<file path="src/rtl/mem_sched_pkg.sv">
// mem_sched shared types and defaults.
// State encoding and default DRAM geometry.
package mem_sched_pkg;

  typedef enum logic [1:0] {
    IDLE  = 2'd0,
    H_ACC = 2'd1,
    RUN   = 2'd2,
    P_ACC = 2'd3
  } state_t;

  localparam int ADDR_W_DEF  = 16;
  localparam int DATA_W_DEF  = 8;
  localparam int MEM_LAT_DEF = 2;

endpackage

</file>
<file path="src/rtl/mem_access_engine.sv">
// Fixed-latency DRAM access engine.
// One request in flight; result and ack routed back to its requester.
module mem_access_engine
  import mem_sched_pkg::*;
#(
  parameter int ADDR_W  = ADDR_W_DEF,
  parameter int DATA_W  = DATA_W_DEF,
  parameter int MEM_LAT = MEM_LAT_DEF
) (
  input  logic              clk,
  input  logic              rst,
  input  logic              start,
  input  logic              src,
  input  logic              we,
  input  logic [ADDR_W-1:0] addr,
  input  logic [DATA_W-1:0] wdata,
  output logic              mem_en,
  output logic              mem_we,
  output logic [ADDR_W-1:0] mem_addr,
  output logic [DATA_W-1:0] mem_wdata,
  input  logic [DATA_W-1:0] mem_rdata,
  output logic              host_ack,
  output logic [DATA_W-1:0] host_rdata,
  output logic              proc_ack,
  output logic [DATA_W-1:0] proc_rdata
);

  localparam int CW = $clog2(MEM_LAT + 1);

  logic          src_q;
  logic [CW-1:0] cnt;

  always_ff @(posedge clk or posedge rst) begin
    if (rst) begin
      src_q      <= 1'b0;
      cnt        <= '0;
      mem_en     <= 1'b0;
      mem_we     <= 1'b0;
      mem_addr   <= '0;
      mem_wdata  <= '0;
      host_ack   <= 1'b0;
      host_rdata <= '0;
      proc_ack   <= 1'b0;
      proc_rdata <= '0;
    end else begin
      mem_en   <= start;
      host_ack <= 1'b0;
      proc_ack <= 1'b0;
      if (start) begin
        src_q     <= src;
        mem_we    <= we;
        mem_addr  <= addr;
        mem_wdata <= wdata;
      end
      // latency is counted from the edge that ends the strobe cycle
      if (mem_en) begin
        cnt <= CW'(MEM_LAT);
      end else if (cnt != '0) begin
        cnt <= cnt - CW'(1);
        if (cnt == CW'(1)) begin
          if (src_q) begin
            proc_ack <= 1'b1;
            if (!mem_we) proc_rdata <= mem_rdata;
          end else begin
            host_ack <= 1'b1;
            if (!mem_we) host_rdata <= mem_rdata;
          end
        end
      end
    end
  end

endmodule

</file>
<file path="src/rtl/mem_sched.sv">
// System sequencer and DRAM ownership arbiter.
// Host owns DRAM while idle; a start hands it to the processor.
module mem_sched
  import mem_sched_pkg::*;
#(
  parameter int ADDR_W  = ADDR_W_DEF,
  parameter int DATA_W  = DATA_W_DEF,
  parameter int MEM_LAT = MEM_LAT_DEF
) (
  input  logic              clk,
  input  logic              rst,
  input  logic              host_start,
  input  logic              host_req,
  input  logic              host_we,
  input  logic [ADDR_W-1:0] host_addr,
  input  logic [DATA_W-1:0] host_wdata,
  output logic              host_ack,
  output logic [DATA_W-1:0] host_rdata,
  output logic              done,
  output logic              proc_enable,
  input  logic              proc_finish,
  input  logic              proc_read,
  input  logic              proc_write,
  input  logic [ADDR_W-1:0] proc_addr,
  input  logic [DATA_W-1:0] proc_wdata,
  output logic              proc_ack,
  output logic [DATA_W-1:0] proc_rdata,
  output logic              mem_en,
  output logic              mem_we,
  output logic [ADDR_W-1:0] mem_addr,
  output logic [DATA_W-1:0] mem_wdata,
  input  logic [DATA_W-1:0] mem_rdata
);

  state_t            state, state_n;
  logic              start_pend, start_pend_n;
  logic              done_n;
  logic              go, go_src, go_we;
  logic [ADDR_W-1:0] go_addr;
  logic [DATA_W-1:0] go_wdata;

  always_comb begin
    state_n      = state;
    start_pend_n = start_pend;
    done_n       = done;
    go           = 1'b0;
    go_src       = 1'b0;
    go_we        = host_we;
    go_addr      = host_addr;
    go_wdata     = host_wdata;
    unique case (state)
      IDLE: begin
        if (host_req) begin
          state_n      = H_ACC;
          go           = 1'b1;
          start_pend_n = host_start;
        end else if (host_start) begin
          state_n = RUN;
          done_n  = 1'b0;
        end
      end
      H_ACC: begin
        if (host_ack) begin
          if (start_pend) begin
            state_n      = RUN;
            start_pend_n = 1'b0;
            done_n       = 1'b0;
          end else begin
            state_n = IDLE;
          end
        end
      end
      RUN: begin
        go_src   = 1'b1;
        go_we    = proc_write;
        go_addr  = proc_addr;
        go_wdata = proc_wdata;
        // finish beats a same-cycle strobe
        if (proc_finish) begin
          state_n = IDLE;
          done_n  = 1'b1;
        end else if (proc_read || proc_write) begin
          state_n = P_ACC;
          go      = 1'b1;
        end
      end
      P_ACC: begin
        if (proc_ack) state_n = RUN;
      end
    endcase
  end

  always_ff @(posedge clk or posedge rst) begin
    if (rst) begin
      state       <= IDLE;
      start_pend  <= 1'b0;
      done        <= 1'b0;
      proc_enable <= 1'b0;
    end else begin
      state       <= state_n;
      start_pend  <= start_pend_n;
      done        <= done_n;
      proc_enable <= (state_n == RUN) || (state_n == P_ACC);
    end
  end

  mem_access_engine #(
    .ADDR_W (ADDR_W),
    .DATA_W (DATA_W),
    .MEM_LAT(MEM_LAT)
  ) u_eng (
    .clk       (clk),
    .rst       (rst),
    .start     (go),
    .src       (go_src),
    .we        (go_we),
    .addr      (go_addr),
    .wdata     (go_wdata),
    .mem_en    (mem_en),
    .mem_we    (mem_we),
    .mem_addr  (mem_addr),
    .mem_wdata (mem_wdata),
    .mem_rdata (mem_rdata),
    .host_ack  (host_ack),
    .host_rdata(host_rdata),
    .proc_ack  (proc_ack),
    .proc_rdata(proc_rdata)
  );

endmodule

</file>
<file path="config.mk">
export PLATFORM = sky130hd
export DESIGN_NAME = mem_sched
export DESIGN_NICKNAME = d
export VERILOG_FILES = /design/src/rtl/mem_sched_pkg.sv /design/src/rtl/mem_access_engine.sv /design/src/rtl/mem_sched.sv
export SDC_FILE = /design/constraint.sdc
export NUM_CORES = 1
export LEC_CHECK = 0
export CAP_MARGIN = 20
export CORE_MARGIN = 2
export CORE_UTILIZATION = 43
export CTS_CLUSTER_SIZE = 12
export DETAILED_ROUTE_END_ITERATION = 10
export GPL_TIMING_DRIVEN = 1
export PLACE_DENSITY = 0.85
export SLEW_MARGIN = 10
export SYNTH_ARGS = -nofsm -noshare
export SYNTH_HDL_FRONTEND = slang
export SYNTH_SLANG_ARGS = --single-unit
</file>
<file path="constraint.sdc">
create_clock -name clk -period 2.5 [get_ports clk]
set_input_delay 0.5 -clock clk [delete_from_list [all_inputs] [get_ports clk]]
set_output_delay 0.5 -clock clk [all_outputs]
set_load 0.01 [all_outputs]
</file>
# Yosys cells after proc, flatten, opt, wreduce, memory -nomap -nowiden
# Index checks and enable logic that the tools add are counted.
# totals
ff_bits	52
input_bits	64
word_cells	76
# classes
n_addsub	1
eq_ne	12
muxes	35
bitwise	3
reduce_logical	11
# ops
op	count
1-bit two-way mux	20
2-bit two-way mux	9
16-bit two-way mux	1
2-bit inequality test (second input constant)	5
5-bit AND reduction	2
2-bit == test (second input constant)	4
8-bit two-way mux	1
2-bit one-hot mux with 4 select lines	1
6-bit AND reduction	1
2-bit nonzero test	3
2-bit by 1-bit == test with 1-bit output (second input constant)	2
1-bit one-hot mux with 2 select lines	2
1-bit NOT	3
1-bit one-hot mux with 3 select lines	1
3-bit AND reduction	1
3-bit nonzero test	1
2-bit zero test	1
1-bit logical OR	2
2-bit by 1-bit inequality test with 1-bit output (second input constant)	1
2-bit by 1-bit subtractor with 2-bit output (second input constant)	1

# Logic depth before layout (Yosys ltp)
# logic_depth
depth_word	6
depth_mapped	5
depth_no_buf	5

# Modules after synthesis
# Synthesis repeated with hierarchy kept, for this count alone.
# unflattened
cells_unflattened	163
hier_area_um2	2482.4
# by_module_without_submodules
mod	instances	cells_each	area_each_um2	seq_area_each_um2
mem_access_engine	1	109	1849.3	1176.1
mem_sched	1	54	633.1	100.1

# Least setup slack after synthesis
# Ideal clock, no wire load.
# synth_timing
kind	input port to flip-flop
from	in proc_finish
to	reg u_eng.mem_addr[0]
setup_time_ps	123
arrival_ps	1506
setup_slack_ps	872
stages	5
n_path_buf	2
path_cell_list	o21bai_1 > or3_1 > buf_6 > buf_8 > o221a_1
# synth_via
elab_chain_cells	2
# synth_lines
item	line	text
from (decl)	mem_sched.sv:21	input logic proc_finish,
1-bit two-way mux	mem_sched.sv:79	if (proc_finish) begin
1-bit one-hot mux with 2 select lines	mem_sched.sv:51	unique case (state)
to (signal assigned)	mem_access_engine.sv:52	mem_addr <= addr;
to (decl)	mem_access_engine.sv:19	output logic [ADDR_W-1:0] mem_addr,
# No other way between the ends.
# A chain may end at the register's enable or synchronous reset.

# Worst setup path in the final report
# layout_timing
from	in proc_finish
to	reg u_eng.mem_wdata[6]
# layout_via
elab_chain_cells	2
# layout_lines
item	line	text
1-bit two-way mux	mem_sched.sv:79	
1-bit one-hot mux with 2 select lines	mem_sched.sv:51	
to (signal assigned)	mem_access_engine.sv:53	mem_wdata <= wdata;
to (decl)	mem_access_engine.sv:20	output logic [DATA_W-1:0] mem_wdata,
# No other way between the ends.

==> metrics.md <==
| Metric | Value |
|---|---|
| Status | `finished clean` |
| Cts bufs inserted | `5` |
| Worst path max stage delay | `between 0.8 and 0.9 ns` |
| Fraction of layout cells with a size suffix above 1 | `a little under an eighth` |
| Startpoint Class | `primary input` |
| WP data required | `2.74 ns` |
| Syn Nets | `231` |
| Setup Buffers After CTS | `0` |
| CP cell instances | `clkdlybuf4s50_1 -> o21bai_1 -> o31ai_4 -> o221a_1` |
| Worst EP arrival | `approximately 2.3 ns` |
| CTS root buf | `clkbuf_8` |
| Crit end category | `flop` |
| First-pass DRT Iterations | `4` |
| Max Root-Sink Buffers | `2` |
| Die ar. | `5800 sq um` |
| IO buf count | `between 100 and 150` |
| Area grow syn2layout | `57.5%` |
| Grt total ovfl | `0` |
| Syn. warnings | `0` |
| Worst clock skew | `0.00526 ns` |
| Design area | `~3500 sq um` |
| DP HPWL | `between 3000 and 4000 um` |
| Routed len/inst | `between 15 and 20 um` |
| Worst-Margin Slew | `around 1.0 ns` |
| WL final | `about 5200 um` |
| Final total power | `a little over 4000 uW` |
| Final Hold Viols | `0` |
| Crit Path Category | `primary input to flop` |
| CTS tree | `done` |
| Total routing usage reported by global routing | `19.3%` |
| Post-synth ARST share | `100%` |
| Critical-path top delay cell | `o31ai_4` |
| Finish-stage setup viols | `0` |
| Max Slew Vio Count | `0` |
| # hold bufs at CTS | `0` |
| Starting Density | `between 40% and 50%` |
| Register area share after synthesis | `57.0%` |
| Post-cts gate resize count | `0` |
| Final min period | `a little over 2 ns` |
| FP Rows | `26` |
| First-pass GRT wire length | `a little under 9000 um` |
| VDD IR max | `547 uV` |
| R2r setup slk | `a little under 0.6 ns` |
| Die width | `76.2 um` |
| Avg Cell Area, Syn | `approximately 14 sq um` |
| RSZ-0062 raised after global routing | `no` |
| #FFs+latches synth | `slightly above 50` |
| H-tree Lvls | `2` |
| Placed insts | `between 300 and 400` |
| Crit path max fanout | `26` |
| Initial DRC Count | `between 90 and 100` |
| Initial antenna violation count | `0` |
| Final TNS setup | `0 ns` |
| Vias in the first global route | `between 1500 and 2000` |
| PwrDens | `around 1100 nW/um^2` |
| Maximum number of pins on one net before global-route repair | `52` |
| Crit path buf inv count | `1` |
| Sink Count | `51` |
| Cell Area, Placed | `3390 sq um` |
| Vias | `around 1700` |
| Delay-heaviest family, CP | `compound AO/OA/AOI/OAI gates` |
| FMAX | `between 400 and 500 MHz` |
| Worst Hold Class | `flop to flop` |
| Final ANT Viol Nets | `0` |
| Post-Syn Area | `about 2200 sq um` |
| Ports | `110` |
| Reg clk slew, reported paths | `approximately 0.10 ns` |
| Layout Nets | `~340` |
| Synth cell types | `32` |
| Core box area | `5070 sq um` |
| Slew HR | `roughly a third` |
| Number of flops mapped to enable cells by yosys | `0` |
| Post-synth top flop | `dfrtp_1` |
| Cell Count, Final, Fillers Out | `347` |
| Die Y | `approximately 76 um` |
| DRC Markers | `0` |
| MaxCap Viol Count | `0` |
| Vias/cell | `approximately 5.0` |
| Post-Syn Instances | `165` |
| N_diodes | `0` |
| Hold slack | `approximately 0.50 ns` |
| Tcrit/Tclk final | `just over 80%` |
| Leakage | `0.00137 uW` |
| GPL Wtd Cong | `about 0.8` |
| Clk Latency, worst-skew pair | `about 0.30 ns` |
## cells in the final DEF (no fill, tap or decap), types with 2 or more instances in the layout
master | Yosys | final
clkbuf_8 | 0 | 5
inv_1 | 4 | 3
nand2b_1 | 25 | 25
nor2_1 | 4 | 4
clkdlybuf4s50_1 | 0 | 109
nor3b_1 | 2 | 2
nor4b_1 | 2 | 2
dfrtp_1 | 51 | 51
mux2_2 | 17 | 17
inv_2 | 1 | 2
ha_1 | 2 | 2
o21ai_0 | 5 | 5
o221a_1 | 25 | 25
nor2b_1 | 4 | 4
buf_4 | 2 | 2
bufinv_16 | 0 | 2
## flip-flops by register name, indices dropped and copies added (netlist names)
signal,cells
proc_enable,1
u_eng.cnt,2
done,1
start_pend,1
u_eng.host_rdata,8
u_eng.src_q,1
u_eng.mem_en,1
u_eng.host_ack,1
u_eng.proc_ack,1
u_eng.mem_we,1
state,1
u_eng.mem_wdata,8
u_eng.proc_rdata,8
u_eng.mem_addr,16
## synthesized netlist by cell type, types with 2 or more instances
master | count | share of area [%]
buf_4 | 2 | 0.67
buf_8 | 2 | 1.3
clkbuf_1 | 2 | 0.34
dfrtp_1 | 51 | 57
ha_1 | 2 | 1.1
inv_1 | 4 | 0.67
mux2_2 | 17 | 8.6
nand2b_1 | 25 | 7.0
nor2_1 | 4 | 0.67
nor2b_1 | 4 | 1.1
nor3b_1 | 2 | 0.67
nor4b_1 | 2 | 0.78
o21ai_0 | 5 | 1.1
o221a_1 | 25 | 13
## layer usage
layer / track usage (%) / part of all wire [%] / vias to the layer above
li1: - / - / 827
met1: 25.1 / 41 / 834
met2: 31.2 / 50 / 64
met3: 5.81 / 7.1 / 10
met4: 6.18 / 1.6 / 0
met5: 0 / 0 / -
## through the flow
step / setup WS, ns / utilization [%]
2_1_floorplan: 0.770 / -
3_3_place_gp: 0.110 / 66.8
3_5_place_dp: 0.0660 / 66.8
4_1_cts: 0.386 / 69.5
5_1_grt: 0.282 / 69.5
6_report: 0.430 / 69.5
## cells by family after synthesis
family / Yosys count / share of synthesized area [%]
adder cells (fa/ha/maj): 2 / 1.12
AO/OA/AOI/OAI: 37 / 16.5
buffers and inverters: 13 / 3.91
multiplexers: 17 / 8.55
XOR/XNOR: 1 / 0.391
flip-flops: 51 / 57.0
AND/OR/NAND/NOR: 44 / 12.5
## worst reg2reg max path: cells and delay by family (launching register included)
| family | cells | cell delay (ns) |
|---|---|---|
| flops | 1 | 0.52 |
| compound gates | 2 | 1.23 |
| buf+inv | 1 | 0.12 |
## worst paths after layout
kind | cells after the start | to | start
worst max-delay path | 4 | u_eng.mem_wdata[6] | proc_finish
worst min register to register | 1 | u_eng.host_ack | u_eng.src_q
worst max register to register | 3 | u_eng.mem_wdata[6] | proc_enable
min in group asynchronous | 3 | u_eng.mem_addr[11] | rst
max in group asynchronous | 3 | u_eng.host_rdata[2] | rst
worst min-delay path | 1 | u_eng.host_ack | u_eng.src_q
## layout make-up
type	count	area, sq um
Clock buffer	5	68.8
Clock inverter	3	67.6
Fill cell	410	1550
Inverter	5	18.8
Multi-Input combinational cell	101	881
Sequential cell	51	1280
Tap cell	70	87.6
Timing Repair Buffer	112	1130
## where the power goes
| group | total (uW) | switching [uW] | internal [uW] | leakage [uW] |
|---|---|---|---|---|
| Clock | 677 | 278 | 399 | 0.0000644 |
| Combinational | 1840 | 698 | 1150 | 0.000726 |
| Sequential | 1520 | 287 | 1240 | 0.000583 |
| Total | 4040 | 1260 | 2780 | 0.00137 |
Power figures use the tool's default switching activity.
